**src/rtl/sr_rx_ctrl.sv**
```systemverilog
// sr_rx_ctrl: receive-side controller for an external serial-in/parallel-out
// shift register. It gates incoming serial bits into the shift register,
// counts bits per word, and captures each completed word into a one-deep
// output holding register with a valid/ready handshake. It also tracks
// packet framing (sop/eop), the number of words stored per packet, and
// sticky error flags.
//
// Ports:
//   clk, rst          clock and synchronous active-high reset
//   sop, eop          packet framing pulses
//   bit_strobe/bit_in serial bit stream (bit_in valid when bit_strobe)
//   shift_enable      shift command to the external shift register
//   sr_serial         serial input bit for the shift register
//   sr_parallel       shift register parallel contents
//   word_data/valid   captured word and its "unconsumed" flag
//   word_ready        consumer accepts word_data
//   word_count        words stored in the current packet
//   pkt_done          one-cycle pulse on the first IDLE cycle after a packet
//   err_overflow      sticky: word dropped because holding register was full
//   err_length        sticky: word dropped because PKT_MAX was reached
//   err_partial       sticky: eop arrived with an incomplete word
//   busy              controller is inside a packet (RECV or DONE)
module sr_rx_ctrl #(
    parameter int unsigned NUM_BITS = 8,
    parameter int unsigned PKT_MAX  = 64
) (
    input  logic                         clk,
    input  logic                         rst,
    input  logic                         sop,
    input  logic                         eop,
    input  logic                         bit_strobe,
    input  logic                         bit_in,
    output logic                         shift_enable,
    output logic                         sr_serial,
    input  logic [NUM_BITS-1:0]          sr_parallel,
    output logic [NUM_BITS-1:0]          word_data,
    output logic                         word_valid,
    input  logic                         word_ready,
    output logic [$clog2(PKT_MAX+1)-1:0] word_count,
    output logic                         pkt_done,
    output logic                         err_overflow,
    output logic                         err_length,
    output logic                         err_partial,
    output logic                         busy
);

    localparam int unsigned CW = $clog2(PKT_MAX + 1);
    localparam int unsigned BW = (NUM_BITS > 1) ? $clog2(NUM_BITS) : 1;
    localparam logic [CW-1:0] CNT_MAX  = CW'(PKT_MAX);
    localparam logic [BW-1:0] BIT_LAST = BW'(NUM_BITS - 1);

    typedef enum logic [1:0] {
        IDLE,
        RECV,
        DONE
    } state_t;

    state_t        state;
    state_t        state_next;
    logic [BW-1:0] bit_cnt;
    logic [BW-1:0] bit_cnt_post;
    logic          capture_pending;
    logic          strobe_acc;
    logic          bit_wrap;
    logic          capture_load;

    // Strobes only count while receiving; reset masks the shift command
    // combinationally so nothing reaches the shift register during rst.
    assign strobe_acc   = bit_strobe && (state == RECV);
    assign bit_wrap     = strobe_acc && (bit_cnt == BIT_LAST);
    assign shift_enable = strobe_acc && !rst;
    assign sr_serial    = bit_in;
    assign busy         = (state != IDLE);

    // Bit count after this cycle's strobe; eop is judged against this value
    // so a strobe arriving with eop is counted first.
    always_comb begin
        bit_cnt_post = bit_cnt;
        if (strobe_acc) begin
            bit_cnt_post = bit_wrap ? '0 : bit_cnt + 1'b1;
        end
    end

    // The shift register is updated by the edge ending the last strobe, so
    // sr_parallel is sampled one cycle later (the pending cycle). A strobe in
    // that cycle shifts on the same edge and cannot disturb the sample.
    assign capture_load = capture_pending && (word_count != CNT_MAX) &&
                          (!word_valid || word_ready);

    always_comb begin
        state_next = state;
        unique case (state)
            IDLE:    if (sop) state_next = RECV;
            RECV:    if (eop) state_next = DONE;
            DONE:    state_next = IDLE;
            default: state_next = IDLE;
        endcase
    end

    always_ff @(posedge clk) begin
        if (rst) begin
            state <= IDLE;
        end else begin
            state <= state_next;
        end
    end

    always_ff @(posedge clk) begin
        if (rst) begin
            bit_cnt         <= '0;
            capture_pending <= 1'b0;
            word_data       <= '0;
            word_valid      <= 1'b0;
            word_count      <= '0;
            pkt_done        <= 1'b0;
            err_overflow    <= 1'b0;
            err_length      <= 1'b0;
            err_partial     <= 1'b0;
        end else begin
            pkt_done        <= (state == DONE);
            capture_pending <= bit_wrap;
            bit_cnt         <= bit_cnt_post;

            if (capture_load) begin
                word_data  <= sr_parallel;
                word_valid <= 1'b1;
                word_count <= word_count + 1'b1;
            end else begin
                if (word_valid && word_ready) begin
                    word_valid <= 1'b0;
                end
                if (capture_pending) begin
                    // Length limit wins over overflow when both apply.
                    if (word_count == CNT_MAX) begin
                        err_length <= 1'b1;
                    end else begin
                        err_overflow <= 1'b1;
                    end
                end
            end

            if (eop && (state == RECV)) begin
                if (bit_cnt_post != '0) begin
                    err_partial <= 1'b1;
                end
                bit_cnt <= '0;
            end

            if (sop && (state == IDLE)) begin
                bit_cnt         <= '0;
                word_count      <= '0;
                capture_pending <= 1'b0;
                err_overflow    <= 1'b0;
                err_length      <= 1'b0;
                err_partial     <= 1'b0;
            end
        end
    end

endmodule

```
**config.mk**
```make
export PLATFORM = sky130hd
export DESIGN_NAME = sr_rx_ctrl
export DESIGN_NICKNAME = d
export VERILOG_FILES = /design/src/rtl/sr_rx_ctrl.sv
export SDC_FILE = /design/constraint.sdc
export NUM_CORES = 1
export LEC_CHECK = 0
export ABC_CLOCK_PERIOD_IN_PS = 1900
export CAP_MARGIN = 20
export CORE_MARGIN = 4
export CORE_UTILIZATION = 46
export CTS_BUF_LIST = sky130_fd_sc_hd__clkbuf_8
export DETAILED_ROUTE_END_ITERATION = 6
export PLACE_DENSITY = 0.81
export SLEW_MARGIN = 20
export SYNTH_ARGS = -nofsm -noshare
export SYNTH_HDL_FRONTEND = slang
export SYNTH_SLANG_ARGS = --single-unit
```
**constraint.sdc**
```tcl
create_clock -name clk -period 1.9 [get_ports clk]
set_clock_uncertainty 0.15 [all_clocks]
set_input_delay 0.285 -clock clk [delete_from_list [all_inputs] [get_ports clk]]
set_output_delay 0.285 -clock clk [all_outputs]
set_load 0.1 [all_outputs]
```
## Yosys cells after proc, flatten, opt, wreduce, memory -nomap -nowiden

Index checks and enable logic that the tools add are counted.

- Register bits: 26
- Bits of input ports: 15
- Output and inout port bits: 23

- Add/subtract/negate cells: 2
- Equal/unequal tests: 7
- Multiplexer cells: 7
- Bitwise gates (word level): 2
- Reductions and logical operators: 21

Operators by type and width:

| cell | number |
|---|---|
| $logic_and A1 B1 Y1 | 8 |
| $add A7 B1 Y7 const B | 1 |
| $eq A7 B7 Y1 const B | 1 |
| $ne A7 B7 Y1 const B | 1 |
| $mux W3 | 2 |
| $reduce_and A3 Y1 | 2 |
| $mux W2 | 2 |
| $ne A2 B2 Y1 const B | 2 |
| $pmux W2 S2 | 1 |
| $reduce_and A2 Y1 | 2 |
| $reduce_bool A2 Y1 | 2 |
| $add A3 B1 Y3 const B | 1 |
| $eq A3 B3 Y1 const B | 1 |
| $reduce_bool A3 Y1 | 1 |
| $reduce_or A3 Y1 | 1 |
| $eq A2 B1 Y1 const B | 1 |
| $eq A2 B2 Y1 const B | 1 |
| $logic_not A1 Y1 | 2 |
| $logic_not A2 Y1 | 1 |
| $mux W1 | 2 |
| $not A1 Y1 | 2 |
| $reduce_or A2 Y1 | 1 |
| $logic_or A1 B1 Y1 | 1 |

## Logic depth before layout (Yosys ltp)

Gate-level depths: netlist of the first run.

- Word-level depth: 7
- Gate-level depth with buffers: 7
- Gate-level depth less buffers: 6

## Least setup slack after synthesis of the first run

No wires, ideal clock.

- Path kind: flip-flop to output port
- Start point: register state[0]
- End point: output shift_enable
- Data arrival time: 2.086 ns
- Data required time: 1.465 ns
- Slack: -0.621 ns
- Cell stages (with the launch flop): 4
- Buffers on the path: 1
- Path through: dfxtp_1 -> clkbuf_1 -> nand3b_1 -> nor2_1

- Longest elaborated chain between the ends: 3

RTL lines:

| what | RTL line | source |
|---|---|---|
| from (decl) | 58 | `state_t state;` |
| from (signal assigned) | 104 | `state <= state_next;` |
| $eq A2 B1 Y1 | 69 | `assign strobe_acc = bit_strobe && (state == RECV);` |
| $logic_and A1 B1 Y1 | 69 |  |
| $logic_and A1 B1 Y1 | 71 | `assign shift_enable = strobe_acc && !rst;` |
| to (decl) | 33 | `output logic shift_enable,` |

Every way passes these cells.

## Worst setup path after layout of the first run

- Start point: register word_count[2]
- End point: register word_data[0]

- Longest elaborated chain between the ends: 3

RTL lines:

| what | RTL line | source |
|---|---|---|
| from (decl) | 39 | `output logic [$clog2(PKT_MAX+1)-1:0] word_count,` |
| from (signal assigned) | 127 | `word_count <= word_count + 1'b1;` |
| $ne A7 B7 Y1 | 87 | `assign capture_load = capture_pending && (word_count != CNT_MAX) &&` |
| $logic_and A1 B1 Y1 (2 in a row) | 87 |  |
| to (signal assigned) | 125 | `word_data <= sr_parallel;` |
| to (decl) | 36 | `output logic [NUM_BITS-1:0] word_data,` |

Every way passes these cells.
A chain may end at the register's enable or synchronous reset.

==> out/qor.csv, run 1 <==
metric;value;unit
clock-root-buffer;clkbuf_8;
grt_setup_unrepaired;yes;
h-tree-depth;1;
io_buffers;35;
vdd_drop_max;0.614;mV
cts_inserted_buffers;3;
ys_warn_count;0;
clkTransAtPathRegs;90;ps
cts_tree;done;
cp_max_fo;10;
grt_max_degree;15;
hpwl;1.98;mm
async_flop_share;0;%
drv_slew;0;
hold_violations;0;
timing.hold.ws;372;ps
place_congestion;0.796;
synthCells;126;
ys_seq_area_share;46.3;%
firstDrtPassIters;4;
ios;38;
status;complete, no violations;
die_w;57.5;um
area_growth;60.1;%
start_util;49.4;%
coreArea;2280;um^2
max_cap_viol_count;0;
grt_pass1_wl;4.21;mm
ys.flop_type;dfxtp_1;
synth_most_common_cell;dfxtp_1;
ys_ff_latch;26;
crit_chain;or4_4, o211ai_2, buf_12, mux2i_1, nor2_1;
fp.dieH;57.5;um
end_kind;flip-flop;
n_antenna_cell;0;
drive_above_1_share;27.6;%
wl_per_cell;13.4;um
clk_path_buf_depth;2;
synthDistinctLibCells;30;
dieArea;3300;um^2
slew_headroom;77.7;%
worstSetupStartpointType;flip-flop;
clkLatencyLatePin;270;ps
grt_pass1_vias;970;
initialDrtViolationCount;26;
r2r-end;word_data[0];
grt_util_all_layers;16.1;%
design_power_total;0.965;mW
final_nets;183;
synth_edf_count;0;
pre_cts_ws;106;ps
synthDominantCellAreaShare;46.3;%
arrival;1890;ps
drc;0;
worstHoldEndpoint;word_count[2];
critical-path-top-delay-family;simple AND/OR/NAND/NOR gates;
cp_slowest_cell;or4_4;
fmax;528;MHz
powerDensity;536;nW/um^2
r2r-start;word_count[2];
cts_resized;0;
worst-path-buf-inv;1;
crit_type;reg -> reg;
vias_per_cell;5.18;
setup_viol_count_final;0;
holdBufCountCts;0;
yosysTopAreaCell;dfxtp_1;
reg2regPathDepth;5;
synth.cells.most_frequent;dfxtp_1 (26), nor2_1 (22), a21oi_1 (10), mux2i_1 (10), inv_1 (8);
layout_setup_ws;7.64;ps
fp-row-count;17;
r2r_setup_slack;8;ps
worstMarginPinSlew;335;ps
hp-start;word_count[2];
antenna_found_initial;0;
hold_depth;2;
ant_nets;0;
num_vias;989;
worst_path_largest_cell_delay;560;ps
avgSynthCellArea;8.93;um^2
cts.sinks;26;
synth_fp_nets;145;
worstHoldPathType;reg -> reg;
grt_overflow_total;0;
wl;2.56;mm
period_needed;1890;ps
cp.required;1900;ps
cts_setup_buffers;0;
post-route-period-util;99.6;%
synth_area;1120;um^2
synth_area_leaders;dfxtp_1 (46%), mux2i_1 (8.9%), nor2_1 (7.3%), a21oi_1 (4.4%), ha_1 (4.4%);
p_leak;0.786;nW
-- per-stage QoR --
step | setup TNS [ps] | cell area (um^2) | std cells | util, %
floorplan | 0 | 1150 | 126 | -
global placement | 0 | 1760 | 187 | 77.1
detailed placement | 0 | 1760 | 187 | 77.1
CTS | 0 | 1800 | 191 | 79.1
global route | -30.6 | 1800 | 191 | 79.1
finish | 0 | 1800 | 191 | 79.1
-- cells in the final DEF (no fill, tap or decap), drive strengths merged, types with 2 or more instances in the layout --
cell           instances
ha                     4
nand2                  6
clkdlybuf4s50         13
inv                    9
nor2                  22
buf                   27
a21oi                 10
xor2                   4
mux2i                 10
dfxtp                 26
clkbuf                 3
nand4                  4
and2                   3
nor4                   2
nor3                   6
-- tightest hold or removal path, cell delays in order (launching register included) --
cell and delay (ps):
dfxtp_4 380, nand2_1 60, a21oi_1 50
-- logic make-up (layout without fill, tap and decap cells) --
logic type | Yosys count | count (layout) | share of synthesized area (%)
adders and majority gates | 4 | 4 | 4.45
buffers and inverters | 15 | 52 | 6.01
and+or+nand+nor | 51 | 51 | 22.2
DFF | 26 | 26 | 46.3
xor gates and xnor gates | 5 | 5 | 3.89
muxes | 10 | 10 | 8.90
AOI/OAI and AO/OA | 15 | 15 | 8.23
-- layer usage --
layer / wire [um] / track usage (%)
met4: 0 / 3.97
met1: 1040 / 17.6
met3: 167 / 5.88
met2: 1350 / 29.2
met5: 0 / 0
-- power breakdown --
group          internal [mW]  switching [mW]  leakage, nW
combinational         0.0503          0.0570        0.545
clock                  0.145           0.164       0.0269
sequential             0.544         0.00546        0.215
-- registers in the layout (all words and copies together), names as in the netlist --
name and count:
word_data 8, bit_cnt 3, err_overflow 1, word_count 7, pkt_done 1, state 2
word_valid 1, err_partial 1, capture_pending 1, err_length 1
-- worst max path at each step --
stage                  startpoint             to  slack, ps  depth (start not counted)
global route        word_count[2]   word_data[0]        -30                          5
detailed placement  word_count[2]   word_data[0]        110                          5
global placement    word_count[2]  word_count[1]        130                          5
finish              word_count[2]   word_data[0]          8                          5
floorplan           word_count[4]   word_data[0]         30                          5
CTS                 word_count[2]   word_data[0]          2                          5
-- area by class of cell --
cell class	instances	area, um^2
clock buffers	3	41.3
clock inverters	1	3.75
fillers	144	475
inverters	8	30.0
multi-input cells	85	544
flip-flops and latches	26	538
well taps	28	35.0
repair buffers	40	608
(Power assumes the default switching activity.)
==> run 2: changes to the inputs <==
==> constraint.sdc (replaced) <==
create_clock -name clk -period 1.9 [get_ports clk]
set_clock_uncertainty 0.15 [all_clocks]
set_input_delay 0.19 -clock clk [delete_from_list [all_inputs] [get_ports clk]]
set_output_delay 0.19 -clock clk [all_outputs]
set_load 0.1 [all_outputs]
==> out/qor.csv, run 2 (synthesis gave the netlist of run 1 again) <==
metric;value;unit;change
final_nets;182;;-0.55%
arrival;1790;ps;-100 ps
wl_per_cell;12.8;um;-4.8%
grt_max_degree;15;;unchanged
cts.sinks;26;;unchanged
firstDrtPassIters;4;;unchanged
fmax;558;MHz;+5.6%
largest_reg_flops;8;;unchanged
area_growth;39.4;%;
worstSetupStartpointType;flip-flop;;
drive_above_1_share;27.2;%;-0.45 points
coreArea;2280;um^2;unchanged
cts_resized;0;;unchanged
period_needed;1790;ps;-99.8 ps
crit_type;reg -> reg;;
cp_max_fo;10;;unchanged
fill_cells;191;;+33%
drv_slew;0;;unchanged
layout_common_cells;buf_4 (22), nor2_1 (21), dfxtp_1 (18);;
grt_pass1_wl;4.12;mm;-2.1%
worstHoldPathType;in -> out;;
antenna_found_initial;0;;unchanged
place_congestion;0.847;;+6.3%
fin_area;1570;um^2;-13%
io_buffers;35;;unchanged
vdd_drop_max;0.591;mV;-3.7%
hp-start;bit_in;;
num_vias;978;;-1.1%
drc;0;;unchanged
grt_overflow_total;0;;unchanged
fp.dieH;57.5;um;unchanged
largest_register;word_data;;
dieArea;3300;um^2;unchanged
clkTransAtPathRegs;90;ps;about the same
dpl_cell_area;1520;um^2;-13%
busiest_layer;met2;;
vias_per_cell;5.15;;-0.59%
globalRouteMet3Util;3.85;%;-2.0 points
p_leak;0.733;nW;-6.7%
cts_tree;done;;
grt_pass1_vias;933;;-3.8%
worstMarginPinSlew;382;ps;+46.9 ps
fp-row-count;17;;unchanged
cp.required;1890;ps;about the same
start_util;49.4;%;unchanged
clock-root-buffer;clkbuf_8;;
clkLatencyLatePin;270;ps;about the same
h-tree-depth;1;;unchanged
status;complete, no violations;;
die_w;57.5;um;unchanged
setup-tns-final;0;ps;unchanged
hold_violations;0;;unchanged
final_common_cell;buf_4;;
cts_inserted_buffers;3;;unchanged
wl;2.42;mm;-5.3%
crit_start;word_count[2];;
r2r-start;word_count[2];;
holdBufCountCts;0;;unchanged
powerDensity;612;nW/um^2;+14%
hpwl;1.86;mm;-6.1%
initialDrtViolationCount;27;;+3.8%
ios;38;;unchanged
clk_path_buf_depth;2;;unchanged
grt_setup_unrepaired;no;;
slew_headroom;74.5;%;-3.2 points
reg.largest.list;word_data x8, word_count x7, bit_cnt x3;;
ant_nets;0;;unchanged
post-route-period-util;94.3;%;-5.3 points
n_antenna_cell;0;;unchanged
cts_setup_buffers;0;;unchanged
grt_util_all_layers;15.5;%;-0.66 points
setup_viol_count_final;0;;unchanged
use_met2;26.5;%;-2.7 points
grtUsageMet1;19.7;%;+2.0 points
end_kind;flip-flop;;
max_cap_viol_count;0;;unchanged
-- run 2: changes by cell type in the layout (fill, tap and decap cells not counted), sizes merged --
cell / previous run / this run
buf: 27 / 26
-- run 2: cell type report --
| cell class | count | area (um^2) | share of cell area [%] |
|---|---|---|---|
| clock buffers | 3 | 41.3 | 2.63 |
| clock inverters | 1 | 3.75 | 0.239 |
| inverters | 8 | 30.0 | 1.92 |
| multi-input cells | 85 | 544 | 34.7 |
| flip-flops and latches | 26 | 538 | 34.3 |
| well taps | 28 | 35.0 | 2.23 |
| repair buffers | 39 | 375 | 23.9 |
-- run 2: metal layers --
layer | vias up | share of wire (%)
met5 | - | 0
met4 | 0 | 0.041
met3 | 2 | 6.8
met2 | 34 | 49
met1 | 445 | 44
li1 | 497 | -
-- run 2: path summary, 6_finish.rpt --
| check | endpoint | slack, ps | depth (start not counted) |
|---|---|---|---|
| worst min register to register | word_data[5] | 350 | 2 |
| worst max-delay path | word_count[1] | 110 | 5 |
| worst min-delay path | sr_serial | 230 | 0 |
| worst max register to register | word_count[1] | 110 | 5 |
-- run 2: per-stage QoR --
| step | hold WS (ps) | worst slack [ps] | instances | total power [mW] | utilization, % |
|---|---|---|---|---|---|
| final | 230 | 107 | 190 | 0.960 | 68.9 |
| after global routing | 230 | 18.1 | 190 | 1.00 | 68.9 |
| after CTS | 231 | 102 | 190 | 0.969 | 68.9 |
| after detailed placement | 231 | 111 | 186 | 0.667 | 66.9 |
| after global placement | 231 | 149 | 186 | 0.666 | 66.9 |
| after floorplan | 111 | 28.8 | 126 | 0.625 | - |
-- run 2: power breakdown --
group          total [mW]  leakage [nW]  internal (mW)  switching, mW
clock               0.305        0.0269          0.144          0.161
sequential          0.549         0.215          0.544        0.00592
combinational       0.105         0.492         0.0489         0.0560
-- run 2: worst max-delay path: stages (launching register included) --
cell	delay (ps)
dfxtp_4	370
or4_4	550
o211ai_2	200
buf_12	170
mux2i_1	180
nor2_1	50
==> run 3: changes to the inputs <==
Settings changed: CELL_PAD_IN_SITES_DETAIL_PLACEMENT from default to 2, CELL_PAD_IN_SITES_GLOBAL_PLACEMENT from default to 2, CORE_MARGIN 4 to 2, CORE_UTILIZATION 46 to 27, PLACE_DENSITY 0.81 to default, PLACE_DENSITY_LB_ADDON from default to 0.1.
==> out/qor.csv, run 3 (synthesis gave the netlist of run 1 again) <==
metric;value;unit;change
worstSetupStartpointType;flip-flop;;
cp.required;1920;ps;+30 ps
reg2regPathDepth;5;;unchanged
antenna_found_initial;0;;unchanged
timing.hold.ws;230;ps;+0.175 ps
grt_pass1_vias;1049;;+12%
fill_cells;437;;+130%
dpl_cell_area;1560;um^2;+2.3%
grt_overflow_total;0;;unchanged
clk_path_buf_depth;2;;unchanged
clock-root-buffer;clkbuf_8;;
num_vias;1021;;+4.4%
initialDrtViolationCount;57;;+110%
r2r-start;word_count[2];;
arrival;1860;ps;+70 ps
r2r-end;word_data[7];;
fp.dieH;68.5;um;+19%
post-route-period-util;97.3;%;+2.9 points
grt_setup_unrepaired;yes;;
crit_type;reg -> reg;;
setup_viol_count_final;0;;unchanged
fin_cells;213;;+12%
period_needed;1850;ps;+56.0 ps
vdd_drop_max;0.233;mV;-61%
hold_violations;0;;unchanged
grt_max_degree;15;;unchanged
final_common_cell;buf_4;;
firstDrtPassIters;3;;-1
drive_above_1_share;28.2;%;+1.1 points
r2r_setup_slack;50;ps;-60 ps
n_antenna_cell;0;;unchanged
io_buffers;35;;unchanged
hpwl;2.42;mm;+30%
ios;38;;unchanged
status;complete, no violations;;
area_growth;44.2;%;
worstHoldPathType;in -> out;;
largest_register;word_data;;
cts_setup_buffers;0;;unchanged
grt_pass1_wl;5.01;mm;+22%
vias_per_cell;4.79;;-6.9%
final_nets;183;;+0.55%
p_leak;0.741;nW;+1.1%
design_power_total;1.02;mW;+6.4%
cts.sinks;26;;unchanged
fin_area;1620;um^2;+3.4%
worstHoldEndpoint;sr_serial;;
wl_per_cell;14.9;um;+17%
dieArea;4700;um^2;+42%
wl;3.17;mm;+31%
coreArea;4000;um^2;+76%
h-tree-depth;1;;unchanged
place_congestion;0.766;;-9.5%
cp_max_fo;10;;unchanged
ant_nets;0;;unchanged
grt_util_all_layers;14.4;%;-1.0 points
end_kind;flip-flop;;
cts_inserted_buffers;3;;unchanged
max_cap_viol_count;0;;unchanged
cts_tree;done;;
hp-start;bit_in;;
drv_slew;0;;unchanged
slew_headroom;74.8;%;+0.33 points
layout_common_cells;buf_4 (23), nor2_1 (21), dfxtp_1 (18);;
reg.largest.list;word_data x8, word_count x7, bit_cnt x3;;
dp.cells;209;;+12%
fin_util;40.5;%;-28 points
largest_reg_flops;8;;unchanged
powerDensity;630;nW/um^2;+2.9%
drc;0;;unchanged
die_w;68.5;um;+19%
hold_depth;0;;unchanged
worstMarginPinSlew;378;ps;-4.23 ps
clkTransAtPathRegs;90;ps;about the same
fmax;541;MHz;-3.0%
start_util;28.1;%;-21 points
clkLatencyLatePin;260;ps;about the same
fp-row-count;23;;+6
run 3: changes by cell type in the layout (fill, tap and decap cells not counted), sizes merged:
cell    change
buf         +1
clkbuf      +1
inv         -1
run 3: through the flow:
step,setup slack [ps],TNS [ps]
3_5_place_dp,91.6,0
6_report,51.4,0
2_1_floorplan,28.8,0
3_3_place_gp,143,0
5_1_grt,-50.4,-164
4_1_cts,62.0,0
run 3: worst max path at each step:
stage / startpoint / to / slack, ps / cells after the start
floorplan: word_count[4] / word_data[0] / 30 / 5
global placement: word_count[2] / word_count[1] / 140 / 5
detailed placement: word_count[2] / word_count[1] / 90 / 5
CTS: word_count[2] / word_count[1] / 60 / 5
global route: word_count[2] / word_data[7] / -50 / 5
finish: word_count[2] / word_data[7] / 50 / 5
run 3: final cells by class:
| type | count | area, um^2 | area share, % |
|---|---|---|---|
| Tap cell | 50 | 62.6 | 3.86 |
| Clock buffer | 4 | 55.1 | 3.40 |
| Timing Repair Buffer | 40 | 383 | 23.6 |
| Sequential cell | 26 | 538 | 33.2 |
| Inverter | 8 | 30.0 | 1.85 |
| Multi-Input combinational cell | 85 | 553 | 34.1 |
run 3: power breakdown:
group	internal [mW]	leakage, nW	switching, mW
registers	0.544	0.215	0.00623
clock network	0.185	0.0288	0.176
logic	0.0504	0.498	0.0600
total	0.779	0.741	0.242
run 3: critical path: stages (launching register included):
cell and delay [ps]:
dfxtp_4 370, or4_4 570, o211ai_4 220, buf_12 170
mux2i_1 200, nor2_1 60
run 3: what timing repair did:
item / in CTS / in global routing
hold buffers: 0 / 0
endpoints found under the setup margin: 0 / 3
gates resized for setup: 0 / 1
run 3: layer usage:
layer | track usage [%] | wire length [um]
met1 | 17.2 | 1370
met4 | 4.25 | 19
met2 | 25.7 | 1680
met3 | 3.08 | 102
met5 | 0 | 0
